## src/rtl/gpio_input_filter.sv

```systemverilog
`default_nettype none
// +--------------------------------------------------------------------------+
// | Module   : gpio_input_filter                                             |
// | Purpose  : Per-pin synchronizer, stable-count debounce, edge detect and  |
// |            sticky edge flags with a single registered interrupt request. |
// | Revision : 1.0  initial release                                          |
// +--------------------------------------------------------------------------+
module gpio_input_filter #(
    parameter int DATA_WIDTH      = 8,
    parameter int DEBOUNCE_CYCLES = 4,
    parameter int CNT_WIDTH       = 8
) (
    input  logic                  clk,
    input  logic                  reset,
    input  logic [DATA_WIDTH-1:0] pin_raw,
    input  logic [DATA_WIDTH-1:0] en_rise,
    input  logic [DATA_WIDTH-1:0] en_fall,
    input  logic [DATA_WIDTH-1:0] flag_clr,
    output logic [DATA_WIDTH-1:0] pin_clean,
    output logic [DATA_WIDTH-1:0] rise,
    output logic [DATA_WIDTH-1:0] fall,
    output logic [DATA_WIDTH-1:0] flags,
    output logic                  irq
);

    localparam logic [CNT_WIDTH-1:0] c_CNT_MAX = CNT_WIDTH'(DEBOUNCE_CYCLES - 1);

    logic [DATA_WIDTH-1:0] r_sync1;
    logic [DATA_WIDTH-1:0] r_sync2;
    logic [DATA_WIDTH-1:0] w_accept;
    logic [DATA_WIDTH-1:0] w_rise_next;
    logic [DATA_WIDTH-1:0] w_fall_next;
    logic [DATA_WIDTH-1:0] w_flags_next;

    always_ff @(posedge clk) begin
        if (reset) begin
            r_sync1 <= '0;
            r_sync2 <= '0;
        end else begin
            r_sync1 <= pin_raw;
            r_sync2 <= r_sync1;
        end
    end

    // Each pin runs its own stable-sample counter; a new level is accepted
    // on the DEBOUNCE_CYCLES-th consecutive differing sample.
    for (genvar i = 0; i < DATA_WIDTH; i++) begin : g_pin
        logic [CNT_WIDTH-1:0] r_cnt;
        logic                 w_diff;

        assign w_diff      = r_sync2[i] ^ pin_clean[i];
        assign w_accept[i] = w_diff && (r_cnt == c_CNT_MAX);

        always_ff @(posedge clk) begin
            if (reset) begin
                r_cnt <= '0;
            end else if (!w_diff || w_accept[i]) begin
                r_cnt <= '0;
            end else begin
                r_cnt <= r_cnt + 1'b1;
            end
        end
    end

    // Set takes priority over a simultaneous clear so no edge is lost.
    assign w_rise_next  = w_accept & r_sync2;
    assign w_fall_next  = w_accept & ~r_sync2;
    assign w_flags_next = (w_rise_next & en_rise) | (w_fall_next & en_fall)
                        | (flags & ~flag_clr);

    always_ff @(posedge clk) begin
        if (reset) begin
            pin_clean <= '0;
            rise      <= '0;
            fall      <= '0;
            flags     <= '0;
            irq       <= 1'b0;
        end else begin
            pin_clean <= pin_clean ^ w_accept;
            rise      <= w_rise_next;
            fall      <= w_fall_next;
            flags     <= w_flags_next;
            irq       <= |w_flags_next;
        end
    end

endmodule
`default_nettype wire
```

## config.mk

```make
export PLATFORM = sky130hd
export DESIGN_NAME = gpio_input_filter
export DESIGN_NICKNAME = d
export VERILOG_FILES = /design/src/rtl/gpio_input_filter.sv
export SDC_FILE = /design/constraint.sdc
export NUM_CORES = 1
export LEC_CHECK = 0
export ABC_AREA = 1
export CORE_ASPECT_RATIO = 0.75
export CORE_MARGIN = 8
export CORE_UTILIZATION = 55
export CTS_BUF_LIST = sky130_fd_sc_hd__clkbuf_16
export DETAILED_ROUTE_END_ITERATION = 10
export HOLD_SLACK_MARGIN = 0.15
export PLACE_DENSITY = 0.93
export SYNTH_ARGS = -nofsm -noshare
export SYNTH_HDL_FRONTEND = slang
export SYNTH_SLANG_ARGS = --single-unit
```

## constraint.sdc

```tcl
create_clock -name clk -period 2.4 [get_ports clk]
set_input_delay 0.48 -clock clk [delete_from_list [all_inputs] [get_ports clk]]
set_output_delay 0.48 -clock clk [all_outputs]
set_load 0.05 [all_outputs]
```

==> results.json <==
{
  "status": "completed",
  "critPathSlowestCell": "clkdlybuf4s50_1",
  "cts.sinks": 113,
  "ys_seq_area_share_pct": 49.8,
  "crit_family": "buffers and inverters",
  "start_kind": "flip-flop",
  "port_buffers": 66,
  "syn_inst": 578,
  "fin_util_pct": 73.0,
  "hold_violations": 0,
  "coreArea_um2": 7950,
  "setup_violations": 0,
  "ctsHoldBuffers": 0,
  "cp_slowest_stage_delay_ps": 830,
  "finClkSkew_ps": 6.85,
  "gp_congestion": 0.788,
  "worst-path-buf-inv": 1,
  "fp.dieW_um": 121,
  "postCtsSetupBuffers": 0,
  "drive_gt1_share_pct": 8.53,
  "drt_iter0_markers": 211,
  "relSlewSlack_pct": 64.1,
  "ys_ff_latch": 113,
  "root_buffer": "clkbuf_16",
  "total_power_mw": 4.03,
  "n_antenna_cell": 0,
  "path_cells": "clkdlybuf4s50_1",
  "finalCritPeriodShare_pct": 88.3,
  "dp_worst_setup_slack_ps": 535,
  "grt_use_total_pct": 18.3,
  "min_path_type": "flip-flop to flip-flop",
  "h-tree-depth": 4,
  "worstPathRequired_ps": 1920,
  "syn-cell-area_um2": 4550,
  "synth_area_leader_cell": "dfxtp_1",
  "r2r_end": "irq",
  "fin_ws_ps": 282,
  "drcViolationCount": 0,
  "area_growth_pct": 27.7,
  "multi_input_area_um2": 1850,
  "antenna_found_initial": 0,
  "path_depth": 1,
  "synth.distinct_cells": 29,
  "worstPathArrival_ps": 1640,
  "avgRoutedWirePerCell_um": 13.2,
  "dp_hpwl_um": 7420,
  "path_class": "flip-flop to primary output",
  "drv_cap": 0,
  "reg2reg_slack_ps": 900,
  "start_util_pct": 57.2,
  "max_slew.worst_pin.slew_ps": 537,
  "die_y_um": 94.7,
  "nets": 701,
  "postCtsResizedCells": 0,
  "numCtsBuffers": 17,
  "post-route-min-period_ps": 2120,
  "clock_path_buffers": 2,
  "path_max_fanout": 4,
  "netlist.area_leader.share_pct": 49.8,
  "syn-num-nets": 620,
  "slew_violations": 0,
  "wl_um": 10200,
  "power_leakage_nw": 2.36,
  "insertion_delay_ps": 410,
  "num_vias": 3896,
  "final-seq-area_um2": 2260,
  "max_freq_ghz": 0.472,
  "synth_area_leaders": "dfxtp_1, nor2_1, inv_1",
  "syn_avg_cell_area_um2": 7.86,
  "overflow": 0,
  "vias_per_cell": 5.04,
  "end_kind": "primary output",
  "rsz0062_at_grt": "no",
  "r2r-start": "g_pin[3].r_cnt[0]",
  "grt_pass1_wl_um": 16700,
  "yosysWarnings": 0,
  "grt_max_degree": 38,
  "vdd_ir_drop_max_v": 0.000462,
  "cts_tree": "built",
  "ios": 67,
  "power.density_nw_per_um2": 695,
  "n_fill_cell": 580,
  "reg2reg_depth": 11,
  "crit_end": "pin_clean[7]",
  "die_area_um2": 11500,
  "rows": 28,
  "clk_pin_slew_worst_paths_ps": 50,
  "grt_pass1_vias": 3834,
  "tns_ps": 0,
  "dr.pass1.iters": 5,
  "ant_nets": 0
}
[cell usage after synthesis]
cell type / count
a21oi_2: 1
nand3_1: 43
buf_2: 2
ha_1: 8
o21a_1: 3
xor2_1: 11
nor3b_2: 2
nand4_1: 4
inv_2: 8
a31oi_1: 2
a21oi_1: 26
buf_4: 1
xnor2_1: 3
clkbuf_1: 3
dfxtp_1: 113
nor4_1: 21
o31ai_1: 1
nand2_1: 66
or2_2: 4
o21ai_0: 11
inv_1: 99
nor3_1: 8
o211ai_4: 4
nor2_2: 13
nor3b_1: 8
nor2_1: 106
nor3_2: 4
nand3_2: 1
o21ai_1: 2
[cells by family after synthesis]
| group | after synthesis | synth area share, % |
|---|---|---|
| DFF | 113 | 49.8 |
| AOI/OAI and AO/OA | 50 | 7.29 |
| xor gates and xnor gates | 14 | 2.70 |
| buffers and inverters | 113 | 9.47 |
| adders and majority gates | 8 | 2.20 |
| and+or+nand+nor | 280 | 28.6 |
[metal layers]
layer / global-route usage, % / vias up / routed length [µm]
met5: 0 / - / 0
met4: 7.46 / 0 / 108
met3: 5.96 / 11 / 600
met2: 33.2 / 110 / 5110
met1: 19.4 / 1782 / 4400
li1: - / 1993 / -
[state kept, by name, summed over array words and instances, names as in the netlist, named ones only]
register	count
fall	8
flags	8
g_pin.r_cnt	64
irq	1
r_sync1	8
r_sync2	8
rise	8
[worst min path at each step]
stage / slack, ps / end / start / depth (start not counted)
6_report: 410 / r_sync2[1] / r_sync1[1] / 2
5_1_grt: 410 / r_sync2[1] / r_sync1[1] / 2
4_1_cts: 410 / r_sync2[1] / r_sync1[1] / 2
3_5_place_dp: 400 / r_sync2[3] / r_sync1[3] / 2
3_3_place_gp: 390 / r_sync2[4] / r_sync1[4] / 2
2_1_floorplan: 390 / r_sync2[0] / r_sync1[0] / 2
[per-stage QoR]
stage	hold WS, ps	instances	cell area (µm²)
floorplan	388	578	4550
global placement	389	745	5340
detailed placement	397	745	5340
CTS	406	773	5800
global route	413	773	5800
finish	406	773	5800
[layout make-up]
type | count | area share, %
clock buffer | 17 | 7.33
clock inverter | 11 | 0.733
inverter | 107 | 6.92
multi-input combinational | 352 | 31.9
sequential | 113 | 39.0
tap | 105 | 2.26
timing repair buffer | 68 | 11.9
[cell usage in the layout (no fill, tap or decap), types with 4 or more instances in the layout]
master and n:
inv_2 8, o21ai_0 11, nand4_1 4, a21oi_1 26, nor2_2 13, nor2_1 106
inv_1 107, nand2_1 66, nor3_2 4, o211ai_4 4, nor3_1 8, dfxtp_1 113
or2_2 4, nor3b_1 8, xor2_1 11, nand3_1 43, nor4_1 21, clkdlybuf4s50_1 66
clkbuf_16 17, ha_1 8
[where the power goes]
| group | switching, mW | internal (mW) |
|---|---|---|
| Combinational | 0.0589 | 0.0682 |
| Clock | 0.756 | 1.24 |
| Sequential | 0.0107 | 1.90 |
| Total | 0.826 | 3.21 |
[worst register-to-register path, stage by stage, from the launching register on]
cell	delay [ps]
dfxtp_1	350
ha_1	200
inv_1	50
nor2_1	100
nand2_1	90
nor2_2	170
nand3_1	90
nand3_1	140
nor2_1	60
nand2_1	50
nor2_1	50
nor2_1	80
Power figures use the tool's default switching activity.
